--- config.mk ---
export PLATFORM = sky130hd
export DESIGN_NAME = spart_reader
export DESIGN_NICKNAME = d
export VERILOG_FILES = /design/src/rtl/spart_reader.sv
export SDC_FILE = /design/constraint.sdc
export NUM_CORES = 1
export LEC_CHECK = 0
export CAP_MARGIN = 30
export CORE_MARGIN = 5
export CORE_UTILIZATION = 31
export CTS_BUF_LIST = sky130_fd_sc_hd__clkbuf_8 sky130_fd_sc_hd__clkbuf_16
export DETAILED_ROUTE_END_ITERATION = 7
export GPL_ROUTABILITY_DRIVEN = 0
export PLACE_DENSITY = 0.52
export SLEW_MARGIN = 5
export SYNTH_ARGS = -nofsm -noshare
export SYNTH_HDL_FRONTEND = slang
export SYNTH_SLANG_ARGS = --single-unit
--- constraint.sdc ---
create_clock -name clk -period 2.3 [get_ports clk]
set_input_delay 0.46 -clock clk [delete_from_list [all_inputs] [get_ports clk]]
set_output_delay 0.46 -clock clk [all_outputs]
set_load 0.02 [all_outputs]
--- src/rtl/spart_reader.sv ---
// SPART serial receiver: 8N1 with 16x oversampling, one holding register plus rda/framing/overrun status.
// Defining SPART_READER_PARITY_EN adds an even-parity bit after the data bits and a parity_err output.
module spart_reader #(
  parameter int DIVISOR = 651
) (
  input  logic       clk,
  input  logic       rst,
  input  logic       rxd,
  input  logic       read,
  output logic [7:0] data_out,
  output logic       rda,
  output logic       framing_err,
  output logic       overrun
`ifdef SPART_READER_PARITY_EN
  ,
  output logic       parity_err
`endif
);

  localparam logic [15:0] DIV_MAX = 16'(DIVISOR - 1);

`ifdef SPART_READER_PARITY_EN
  typedef enum logic [2:0] {S_IDLE, S_START, S_DATA, S_PARITY, S_STOP, S_BREAK} state_t;
`else
  typedef enum logic [2:0] {S_IDLE, S_START, S_DATA, S_STOP, S_BREAK} state_t;
`endif

  state_t      state_q, state_d;
  logic        rxd_m_q, rxd_s_q;
  logic [15:0] div_q, div_d;
  logic [3:0]  scnt_q, scnt_d;
  logic [2:0]  bidx_q, bidx_d;
  logic [7:0]  shift_q, shift_d;
  logic [7:0]  data_q, data_d;
  logic        rda_q, rda_d, fe_q, fe_d, ov_q, ov_d;
  logic        tick, mid, commit;
`ifdef SPART_READER_PARITY_EN
  logic        par_q, par_d, pe_q, pe_d;
`endif

  assign tick = (div_q == DIV_MAX);
  assign mid  = tick && (scnt_q == 4'd15);

  always_comb begin
    state_d = state_q;
    // Divider only runs inside a frame so ticks are phase-locked to the start edge.
    div_d   = (state_q == S_IDLE || state_q == S_BREAK) ? 16'd0 :
              (tick ? 16'd0 : div_q + 16'd1);
    scnt_d  = tick ? scnt_q + 4'd1 : scnt_q;
    bidx_d  = bidx_q;
    shift_d = shift_q;
    commit  = 1'b0;
`ifdef SPART_READER_PARITY_EN
    par_d   = par_q;
`endif
    case (state_q)
      S_IDLE: begin
        scnt_d = 4'd0;
        bidx_d = 3'd0;
        if (!rxd_s_q) state_d = S_START;
      end
      S_START: begin
        if (tick && scnt_q == 4'd7) begin
          scnt_d = 4'd0;
          bidx_d = 3'd0;
          state_d = rxd_s_q ? S_IDLE : S_DATA;
        end
      end
      S_DATA: begin
        if (mid) begin
          shift_d = {rxd_s_q, shift_q[7:1]};
          bidx_d  = bidx_q + 3'd1;
`ifdef SPART_READER_PARITY_EN
          if (bidx_q == 3'd7) state_d = S_PARITY;
`else
          if (bidx_q == 3'd7) state_d = S_STOP;
`endif
        end
      end
`ifdef SPART_READER_PARITY_EN
      S_PARITY: begin
        if (mid) begin
          par_d   = rxd_s_q;
          state_d = S_STOP;
        end
      end
`endif
      S_STOP: begin
        if (mid) begin
          commit  = 1'b1;
          state_d = rxd_s_q ? S_IDLE : S_BREAK;
        end
      end
      S_BREAK: begin
        if (rxd_s_q) state_d = S_IDLE;
      end
      default: state_d = S_IDLE;
    endcase
  end

  // Holding register: a commit always wins; a read alone clears the status flags.
  always_comb begin
    data_d = data_q;
    rda_d  = rda_q;
    fe_d   = fe_q;
    ov_d   = ov_q;
`ifdef SPART_READER_PARITY_EN
    pe_d   = pe_q;
`endif
    if (commit) begin
      data_d = shift_q;
      rda_d  = 1'b1;
      fe_d   = ~rxd_s_q;
      ov_d   = rda_q & ~read;
`ifdef SPART_READER_PARITY_EN
      pe_d   = ^{shift_q, par_q};
`endif
    end else if (read && rda_q) begin
      rda_d = 1'b0;
      fe_d  = 1'b0;
      ov_d  = 1'b0;
`ifdef SPART_READER_PARITY_EN
      pe_d  = 1'b0;
`endif
    end
  end

  always_ff @(posedge clk or posedge rst) begin
    if (rst) begin
      state_q <= S_IDLE;
      rxd_m_q <= 1'b1;
      rxd_s_q <= 1'b1;
      div_q   <= 16'd0;
      scnt_q  <= 4'd0;
      bidx_q  <= 3'd0;
      data_q  <= 8'h00;
      rda_q   <= 1'b0;
      fe_q    <= 1'b0;
      ov_q    <= 1'b0;
`ifdef SPART_READER_PARITY_EN
      pe_q    <= 1'b0;
`endif
    end else begin
      state_q <= state_d;
      rxd_m_q <= rxd;
      rxd_s_q <= rxd_m_q;
      div_q   <= div_d;
      scnt_q  <= scnt_d;
      bidx_q  <= bidx_d;
      data_q  <= data_d;
      rda_q   <= rda_d;
      fe_q    <= fe_d;
      ov_q    <= ov_d;
`ifdef SPART_READER_PARITY_EN
      pe_q    <= pe_d;
`endif
    end
  end

  always_ff @(posedge clk) begin
    shift_q <= shift_d;
`ifdef SPART_READER_PARITY_EN
    par_q   <= par_d;
`endif
  end

  assign data_out    = data_q;
  assign rda         = rda_q;
  assign framing_err = fe_q;
  assign overrun     = ov_q;
`ifdef SPART_READER_PARITY_EN
  assign parity_err  = pe_q;
`endif

endmodule

# Word-level counts from Yosys, hierarchy flattened

Cells that the tools add are included.

Register bits after elaboration: 47
Input bits: 4
Output and inout bits: 11
Word-level logic and storage cells: 64

$add $sub $neg: 3
Eq/ne operators: 14
Multiplexer cells: 23
Bitwise gates (word level): 3
Reduce and logical (&&, ||, !) cells: 10

Operators with widths:

| kind                    | number |
|---|---|
| $mux W16                | 2 |
| $mux W3                 | 9 |
| $add A16 B1 Y16 const B | 1 |
| $eq A16 B10 Y1 const B  | 1 |
| $pmux W3 S5             | 1 |
| $ne A2 B2 Y1 const B    | 6 |
| $pmux W3 S3             | 1 |
| $mux W4                 | 2 |
| $pmux W4 S2             | 1 |
| $eq A3 B2 Y1 const B    | 2 |
| $eq A3 B3 Y1 const B    | 2 |
| $mux W1                 | 6 |
| $reduce_and A6 Y1       | 1 |
| $add A4 B1 Y4 const B   | 1 |
| $eq A4 B3 Y1 const B    | 1 |
| $eq A4 B4 Y1 const B    | 1 |
| $add A3 B1 Y3 const B   | 1 |
| $eq A3 B1 Y1 const B    | 1 |
| $logic_and A1 B1 Y1     | 3 |
| $logic_not A3 Y1        | 1 |
| $reduce_and A3 Y1       | 1 |
| $reduce_bool A3 Y1      | 1 |
| $mux W2                 | 1 |
| $not A1 Y1              | 2 |
| other kinds (4)         | 4 |

# Logic depth before layout (Yosys ltp)

Gate-level depths: netlist (run 1).

Word-level depth: 5
Mapped depth: 7
Gate-level depth less buffers: 6

# Worst setup path after synthesis (run 1)

Ideal clock, no wire load.

Kind: register to register
Start: register div_q[0]
End: register shift_q[0] (enable)
Setup time: 0.374 ns
Data arrival time: 1.509 ns
Data required time: 1.926 ns
Slack: 0.417 ns
Stages on the path, launching flop included: 6
Buffers on the path: 0
Period minus slack after synthesis: 1.883 ns
Cells stage by stage: dfrtp_1 inv_1 ha_1 and4bb_2 nand3_2 nor4_4

Cells in the longest elaborated chain, start to end: 3

RTL lines:

| what                        | line | RTL |
|---|---|---|
| start, declared             | 30   | `logic [15:0] div_q, div_d;` |
| start signal, assigned      | 147  | `div_q <= div_d;` |
| $eq A16 B10 Y1              | 41   | `assign tick = (div_q == DIV_MAX);` |
| $logic_and A1 B1 Y1         | 42   | `assign mid = tick && (scnt_q == 4'd15);` |
| $reduce_and A2 Y1 (no line) | n/a  |  |
| end signal, assigned        | 161  | `shift_q <= shift_d;` |
| end, declared               | 33   | `logic [7:0] shift_q, shift_d;` |

Every way passes these cells.
A chain may end at the register's enable or synchronous reset.

# Final worst setup path (run 1)

Start: register div_q[0]
End: register data_q[6], in the netlist data_out[6]

Cells in the longest elaborated chain, start to end: 4

RTL lines:

| what                 | line | RTL |
|---|---|---|
| $eq A16 B10 Y1       | 41   |  |
| $logic_and A1 B1 Y1  | 42   |  |
| $mux W1              | 89   | `if (mid) begin` |
| $mux W1              | 56   | `case (state_q)` |
| end signal, assigned | 150  | `data_q <= data_d;` |
| end, declared        | 34   | `logic [7:0] data_q, data_d;` |

Every way passes these cells.

==> results.md, run 1 <==
- Cell count after synthesis: 184
- Async SR Flop Fraction: just over 80%
- Wl on met1: 2000 µm
- Most frequent cells in the layout: dfrtp_1 (37), nor2_1 (21), clkdlybuf4s50_1 (14), nand2_1 (12), xnor2_1 (12)
- FF-to-FF End: data_out[6]$_DFFE_PP0P_
- Final hold viol count: 0
- Critical Path AT: 2.14 ns
- Final period utilization: 84.8%
- Wire length of the first global-routing pass: 6920 µm
- Tot Pwr: 1370 µW
- DR top layer: met4
- #FFs+latches synth: 47
- Max-cap violations: 0
- Critical Path Source: div_q[0]$_DFF_PP0_
- Synth Net Count: 193
- Post-Route Setup TNS: 0 ns
- Met2 Wirelength: 1790 µm
- DR vias/cell: 4.61
- Core area: 6790 µm²
- Most common cell after layout, fill and taps aside: dfrtp_1
- Cell count of the worst reg-to-reg path: 7
- WS Path Type: reg -> reg
- Initial drt markers: 66
- Status: finished, final reports clean
- Setup bufs post-CTS: 0
- Leak: between 0.001 and 0.0015 µW
- FF-to-FF Start: div_q[0]$_DFF_PP0_
- Hold_buf cts: 0
- Die Height: 93.5 µm
- Worst setup EP type: flop
- Final Max Slew Viols: 0
- Layout cells sized above 1: 12.5%
- CP max stage cell: dfrtp_1
- Seq. cell area: 1220 µm²
- Slowest cell delay on critical path: approximately 0.42 ns
- Starting Density: 31.8%
- Worst IR Drop VDD: 259 µV
- Cell taking the most area after synthesis: dfrtp_1
- Max Freq: about 0.5 GHz
- Initial antenna violation count: 0
- Number of fill cells in the layout: 667
- CTS tree: done
- Post-CTS sizing: 0
- # diodes: 0
- Layout Skew: 0.0121 ns
- Flop-to-flop setup slack: between 0.3 and 0.4 ns
- Fraction of the yosys area taken by sequential cells: 56.4%
- Power per cell area: 538 nW/µm²
- RSZ-0062 raised after global routing: false
- Post-Layout Cell Count: 304
- Vias: 1402
- Post-route ant nets: 0
- Mapped cell area: roughly 2200 µm²
- Core Rows: 30
- Fin util: between 30% and 40%
- EDFF count, synth: 8
- Hpwl dp: around 2800 µm
- Routed len/inst: ~13 µm
- Final WL: a little under 4000 µm
- Main synth FF type: dfrtp_1
- Full die area: 8740 µm²
- Startpoint Class: flop
- Total placed cells including tap cells: around 300
- Max FO, Critical Path: 7
- Hold Crit Class: reg -> reg
- DRT Pass-1 Iters: 4
- DRC viols: 0
- Vias in the first global route: 1379
- Largest net degree at the start of global routing: 40
- Worst-path clk slew: ~0.10 ns
- Min cycle time layout: 1.95 ns
- Setup crit end: data_out[6]$_DFFE_PP0P_
- Synth warnings: 0
- Hold_ws: 0.359 ns
- Layout Nets: 216
- Longest Clk Path Bufs: 2
- Mapped Avg Cell Area: 11.7 µm²
- CTS Sinks: 47
- Port Buffers: 14
- Slew Limit Headroom: 62.7%
- Latest clock arrival within the worst-skew pair: 0.30 ns
- Gr usage total: 10.0%
- IO Count: 15
- Post-synth top area share: 42.8%
- Final setup violation count: 0
- CP cell instances: inv_1 > ha_1 > and4bb_2 > nand3_2 > nor3_4 > buf_12 > mux2_1
- Post-synth cell types: 43
- CTS buffer count: 5
- Clock Root Buffer: clkbuf_8
- CTS HTree Levels: 2
- Overflow after GRT: 0
- Synth area leaders: dfrtp_1 (43%), edfxtp_1 (11%), xnor2_1 (4.9%)
- Layout area overhead: 18.0%
- Die W: 93.5 µm
- Met3 wire length: 143 µm
- Critical Path RT: 2.49 ns
- Measured slew at the worst slew-check pin: 0.555 ns
- Footprint of the multi-input gates: between 800 and 900 µm²
[worst min path at each step]
stage / slack, ns / to / from / cells past startpoint
final: 0.36 / rxd_s_q$_DFF_PP1_ / rxd_m_q$_DFF_PP1_ / 0
after floorplan: 0.35 / rxd_s_q$_DFF_PP1_ / rxd_m_q$_DFF_PP1_ / 0
after CTS: 0.36 / rxd_s_q$_DFF_PP1_ / rxd_m_q$_DFF_PP1_ / 0
after global routing: 0.37 / rxd_s_q$_DFF_PP1_ / rxd_m_q$_DFF_PP1_ / 0
after global placement: 0.35 / rxd_s_q$_DFF_PP1_ / rxd_m_q$_DFF_PP1_ / 0
after detailed placement: 0.35 / rxd_s_q$_DFF_PP1_ / rxd_m_q$_DFF_PP1_ / 0
[cells in the mapped netlist, types with 2 or more instances]
library cell and number:
nor4b_4 2, a21oi_1 6, xnor2_1 12, a32o_1 2, dfstp_2 2, nand4_1 3
o21ai_0 3, nor2_1 21, or4_1 2, mux2_1 6, nand3_1 8, nand2_1 12
mux2_2 2, dfrtp_1 37, nand3b_1 2, clkbuf_1 2, xor2_1 3, ha_1 5
or3_1 4, nor4_1 5, nor3_1 7, inv_1 10, edfxtp_1 8
[registers in the layout (all words and copies together) (netlist names)]
signal,flops
shift_q,8
scnt_q,4
rxd_s_q,1
framing_err,1
state_q,3
overrun,1
data_out,8
div_q,16
rda,1
rxd_m_q,1
bidx_q,3
[critical path, delay by kind of cell, from the launching register on]
kind          cells  cell delay, ns
flops             1            0.42
simple gates      3            0.75
fa+ha+maj         1            0.13
buf+inv           2            0.23
mux               1            0.32
[metal layers]
layer / up-vias / global-route usage (%)
met5: - / 0
met4: 0 / 2.93
met3: 2 / 2.74
met2: 18 / 14.5
met1: 680 / 14.5
li1: 702 / -
[cells by family after synthesis]
logic type	share of synthesized area, %
AND/OR/NAND/NOR	21.0
flip-flops	56.4
AO/OA/AOI/OAI	6.14
XOR/XNOR	6.08
buffers and inverters	2.84
multiplexers	4.63
adder cells (fa/ha/maj)	2.90
[report_power, final]
group	switching, µW	leakage, µW	internal [µW]	total, µW
logic	14.8	0.000435	6.45	21.2
registers	1.32	0.000595	846	847
clock network	286	0.0000443	218	504
[metrics by stage]
step	instance area (µm²)	setup WS, ns
final	2550	0.350
after global routing	2550	0.181
after CTS	2550	0.321
after detailed placement	2450	0.324
after global placement	2450	0.340
after floorplan	2160	0.417
[layout make-up]
cell class	instances	share of cell area [%]
multi-input cells	123	34.6
well taps	96	4.71
repair buffers	20	7.76
clock buffers	5	2.70
clock inverters	3	0.982
inverters	10	1.47
flip-flops and latches	47	47.8
Note: power is estimated with default switching activity, not from simulation.
==> run 2: changes to the inputs <==
--- a/config.mk
+++ b/config.mk
@@ -11,7 +11,7 @@
 export CTS_BUF_LIST = sky130_fd_sc_hd__clkbuf_8 sky130_fd_sc_hd__clkbuf_16
 export DETAILED_ROUTE_END_ITERATION = 7
 export GPL_ROUTABILITY_DRIVEN = 0
-export PLACE_DENSITY = 0.52
+export PLACE_DENSITY = 0.54
 export SLEW_MARGIN = 5
 export SYNTH_ARGS = -nofsm -noshare
 export SYNTH_HDL_FRONTEND = slang
==> constraint.sdc (replaced) <==
create_clock -name clk -period 1.75 [get_ports clk]
set_input_delay 0.35 -clock clk [delete_from_list [all_inputs] [get_ports clk]]
set_output_delay 0.35 -clock clk [all_outputs]
set_load 0.02 [all_outputs]
==> results.md, run 2 (synthesized netlist as in run 1, its figures left out) <==
- Status: finished with violations
- Failing checks: negative setup slack
- Post-Layout Cell Count: 333
- Hold_buf cts: 0
- Comb pwr share: 1.8%
- Critical Path AT: 2.02 ns
- Min cycle time layout: approximately 1.8 ns
- Wl on met1: just over 2000 µm
- IO Count: 15
- Hold Crit Class: reg -> reg
- DR vias/cell: 4.55
- Seq. cell area: 1220 µm²
- DR top layer: met4
- Measured slew at the worst slew-check pin: approximately 0.35 ns
- Port Buffers: 14
- Slew Limit Headroom: 76.4%
- Core area: 6790 µm²
- Gr usage total: 10.2%
- Largest net degree at the start of global routing: 40
- Worst Slack Setup Final: -0.0501 ns
- Sw frac: about 22%
- Number of fill cells in the layout: 654
- Full die area: 8740 µm²
- Layout Skew: 0.0113 ns
- CTS tree: done
- Final period utilization: 103%
- Latest clock arrival within the worst-skew pair: 0.30 ns
- Final hold viol count: 0
- Initial drt markers: 44
- Vias: 1516
- Hold Path Depth: 0
- Largest register FFs: 16
- Pre-CTS WS: -0.0456 ns
- Longest Clk Path Bufs: 2
- Max-cap violations: 0
- Worst-path clk slew: 0.09 ns
- Leak: 0.00126 µW
- RSZ-0062 raised after global routing: true
- Wire length of the first global-routing pass: around 7000 µm
- Worst setup EP type: flop
- # diodes: 0
- Core Rows: 30
- Sequential power share: 62.2%
- CTS HTree Levels: 2
- Overflow after GRT: 0
- Met3 wire length: 144 µm
- Max FO, Critical Path: 9
- DRC viols: 0
- Cell count of the worst reg-to-reg path: 7
- Met2 Wirelength: 1980 µm
- Most frequent cells in the layout: dfrtp_1 (37), buf_4 (30), nor2_1 (21), clkdlybuf4s50_1 (14)
- Critical Path RT: a little under 2 ns
- Layout cells sized above 1: 28.7%
- Footprint of the multi-input gates: 970 µm²
- Total placed cells including tap cells: 320
- Final Max Slew Viols: 0
- Layout Nets: 245
- Post-route ant nets: 0
- Startpoint Class: flop
- Most common cell after layout, fill and taps aside: dfrtp_1
- Tot Pwr: between 1500 and 2000 µW
- Final setup violation count: 11
- Fin util: 42.4%
- Max Freq: 0.556 GHz
- WS Path Type: reg -> reg
- Hpwl dp: approximately 3000 µm
- Biggest register: div_q
- Clock share of power: 36.0%
- Worst IR Drop VDD: 374 µV
- Post-Route Setup TNS: -0.312 ns
- CTS buffer count: 5
- Routed len/inst: 12.6 µm
- Vias in the first global route: 1432
- Die Height: 93.5 µm
- DRT Pass-1 Iters: 4
- Clock Root Buffer: clkbuf_8
- Starting Density: between 30% and 40%
- P_int: 1400 µW
- Switching pwr: 388 µW
- Initial antenna violation count: 0
- Power per cell area: 621 nW/µm²
- Final WL: 4180 µm
- Die W: 93.5 µm
- CTS Sinks: 47
- Layout area overhead: 33.4%
==> run 2: cell count changes in the layout (fill, tap and decap cells not counted), sizes merged <==
cell / before / now
clkinvlp: 1 / 2
buf: 6 / 35
clkinv: 2 / 1
==> run 2: area by class of cell <==
type	instances	area share [%]
tap	96	4.17
clock inverter	3	0.694
multi-input combinational	123	33.6
timing repair buffer	49	15.5
clock buffer	5	2.39
inverter	10	1.30
sequential	47	42.3
==> run 2: worst paths after layout <==
| kind | to | slack [ns] | from |
|---|---|---|---|
| worst max-delay path | state_q[1]$_DFFE_PP0P_ | -0.05 | div_q[0]$_DFF_PP0_ |
| worst min-delay path | rxd_s_q$_DFF_PP1_ | 0.36 | rxd_m_q$_DFF_PP1_ |
| worst max register to register | state_q[1]$_DFFE_PP0P_ | -0.05 | div_q[0]$_DFF_PP0_ |
| worst min register to register | rxd_s_q$_DFF_PP1_ | 0.36 | rxd_m_q$_DFF_PP1_ |
| max in group asynchronous | rxd_m_q$_DFF_PP1_ | 1.09 | rst |
| min in group asynchronous | div_q[9]$_DFF_PP0_ | 0.40 | rst |
==> run 2: routing by layer <==
layer,vias up,global-route usage (%)
met3,2,2.65
met1,733,14.2
met5,-,0
li1,761,-
met2,20,15.9
met4,0,2.56
==> run 2: power groups by stage <==
| stage | logic (µW) | clock network (µW) | registers, µW |
|---|---|---|---|
| after floorplan | 15.0 | 0 | 1140 |
| after global placement | 33.9 | 0 | 1140 |
| after detailed placement | 33.8 | 0 | 1140 |
| after CTS | 33.8 | 673 | 1110 |
| after global routing | 37.1 | 720 | 1110 |
| final | 31.4 | 645 | 1110 |
==> run 2: what timing repair did <==
action / in CTS / in global routing
setup endpoints to repair: 17 / 42
gates resized for setup: 3 / 9
setup buffers: 1 / 4
pin swaps: 3 / 6
endpoints found under the hold margin: 0 / 0
==> run 2: stage by stage <==
step                      instance area [µm²]  hold WS [ns]
after floorplan                          2200         0.345
after global placement                   2700         0.347
after detailed placement                 2700         0.349
after CTS                                2810         0.362
after global routing                     2880         0.367
final                                    2880         0.360
==> run 2: worst max-delay path, cell delays in order (launching register included) <==
cell and delay, ns:
dfrtp_1 0.39, inv_1 0.06, ha_1 0.13, and4bb_2 0.28
buf_4 0.14, nand4_4 0.15, or3_4 0.36, a211oi_2 0.21
==> run 3: changes to the inputs <==
--- a/config.mk
+++ b/config.mk
@@ -16,3 +16,4 @@
 export SYNTH_ARGS = -nofsm -noshare
 export SYNTH_HDL_FRONTEND = slang
 export SYNTH_SLANG_ARGS = --single-unit
+export TNS_END_PERCENT = 20
==> results.md, run 3 (synthesized netlist as in run 1, its figures left out) <==
- Final period utilization: 103%
- Leak: ~0.0012 µW
- FF-to-FF Start: div_q[0]$_DFF_PP0_
- Worst IR Drop VDD: 339 µV
- Hpwl dp: 2990 µm
- Final WL: 4230 µm
- CTS HTree Levels: 2
- Slew Limit Headroom: 71.6%
- Clock Root Buffer: clkbuf_8
- Layout Skew: 0.00826 ns
- Routed len/inst: around 13 µm
- Layout area overhead: 32.7%
- Longest Clk Path Bufs: 2
- Die Height: about 93 µm
- Largest net degree at the start of global routing: 25
- # diodes: 0
- Hold Crit Class: reg -> reg
- FF-to-FF End: data_out[0]$_DFFE_PP0P_
- Critical Path RT: 1.94 ns
- Worst Slack Setup Final: -0.0441 ns
- Layout Nets: between 200 and 250
- Failing checks: negative setup slack
- Max FO, Critical Path: 7
- Status: finished with violations
- Latest clock arrival within the worst-skew pair: roughly 0.30 ns
- Gr usage total: between 10% and 20%
- Max Freq: 0.557 GHz
- Min cycle time layout: 1.79 ns
- Layout cells sized above 1: 27.8%
- Flop-to-flop setup slack: -0.04 ns
- Most common cell after layout, fill and taps aside: dfrtp_1
- Measured slew at the worst slew-check pin: 0.423 ns
- DRT Pass-1 Iters: 4
- Final setup violation count: 10
- Worst-path clk slew: about 0.090 ns
- Initial drt markers: 45
- Post-route ant nets: 0
- Most frequent cells in the layout: dfrtp_1 (36), buf_4 (29), nor2_1 (21), clkdlybuf4s50_1 (14)
- Core area: 6790 µm²
- Hold Crit Start: rxd_m_q$_DFF_PP1_
- Max-cap violations: 0
- Tot Pwr: slightly below 2000 µW
- CTS tree: done
- Vias in the first global route: approximately 1500
- Vias: 1524
- IO Count: 15
- Port Buffers: 14
- DR vias/cell: ~4.6
- Hold Path Depth: 0
- Final hold viol count: 0
- Hold path endpoint: rxd_s_q$_DFF_PP1_
- Final Instance Area: 2870 µm²
- Number of fill cells in the layout: 660
- Largest register FFs: 16
- Starting Density: 31.8%
- Full die area: 8740 µm²
- DRC viols: 0
- Worst setup EP type: flop
- Cell count of the worst reg-to-reg path: 7
- Startpoint Class: flop
- Placed Area: 2640 µm²
- Critical Path AT: roughly 2.0 ns
- CTS Sinks: 47
- Biggest register: div_q
- Fin util: 42.2%
- Wire length of the first global-routing pass: 7110 µm
- Core Rows: 30
- Die W: 93.5 µm
- Final Max Slew Viols: 0
- RSZ-0062 raised after global routing: true
- CTS buffer count: 5
- Initial antenna violation count: 0
- Power per cell area: ~680 nW/µm²
- Overflow after GRT: 0
- WS Path Type: reg -> reg
[run 3: cell types whose count changed in the layout (fill, tap and decap cells not counted), sizes merged]
cell	change
buf	-3
bufinv	+1
clkinv	-1
clkinvlp	-1
inv	+1
[run 3: critical path: stages (launching register included)]
cell,delay (ns)
dfrtp_1,0.40
inv_2,0.08
ha_4,0.12
and4bb_4,0.29
nand3_4,0.11
nor3_4,0.19
buf_6,0.18
mux2_4,0.31
[run 3: how the worst max path moves through the flow]
stage | from | endpoint
after global placement | div_q[0]$_DFF_PP0_ | data_out[1]$_DFFE_PP0P_
final | div_q[0]$_DFF_PP0_ | data_out[0]$_DFFE_PP0P_
after global routing | div_q[0]$_DFF_PP0_ | data_out[7]$_DFFE_PP0P_
after CTS | div_q[0]$_DFF_PP0_ | data_out[7]$_DFFE_PP0P_
after floorplan | div_q[0]$_DFF_PP0_ | shift_q[0]$_DFFE_PP_
after detailed placement | div_q[0]$_DFF_PP0_ | data_out[7]$_DFFE_PP0P_
[run 3: stage by stage]
stage | setup WS [ns] | hold slack [ns] | instances | setup TNS [ns]
4_1_cts | -0.0418 | 0.361 | 329 | -0.345
5_1_grt | -0.105 | 0.364 | 330 | -1.36
3_5_place_dp | -0.0960 | 0.348 | 320 | -0.719
6_report | -0.0441 | 0.360 | 330 | -0.269
3_3_place_gp | -0.0574 | 0.346 | 320 | -0.418
2_1_floorplan | -0.0736 | 0.345 | 184 | -0.883
[run 3: power by group]
group	switching [µW]	total, µW	internal (µW)
clock network	374	804	430
logic	19.9	29.9	10.0
registers	1.92	1110	1110
total	395	1950	1550
[run 3: per-layer routing]
layer	routed length (µm)	GRT usage (%)	up-vias
met4	34	2.56	0
met5	0	0	-
met2	1990	15.3	14
met3	107	2.74	5
li1	-	-	753
met1	2100	14.5	752
[run 3: final cells by class]
cell class / instances / area, µm² / area share (%)
sequential: 47 / 1220 / 42.6
tap: 96 / 120 / 4.19
timing repair buffer: 46 / 400 / 14.0
inverter: 10 / 37.5 / 1.31
clock inverter: 3 / 46.3 / 1.62
clock buffer: 5 / 68.8 / 2.40
multi-input combinational: 123 / 973 / 34.0
[run 3: timing repair]
item / in CTS / in global routing
hold buffers: 0 / 0
resized for setup: 10 / 11
endpoints found under the setup margin: 19 / 27
buffers inserted: 1 / 1
pin swaps: 3 / 3
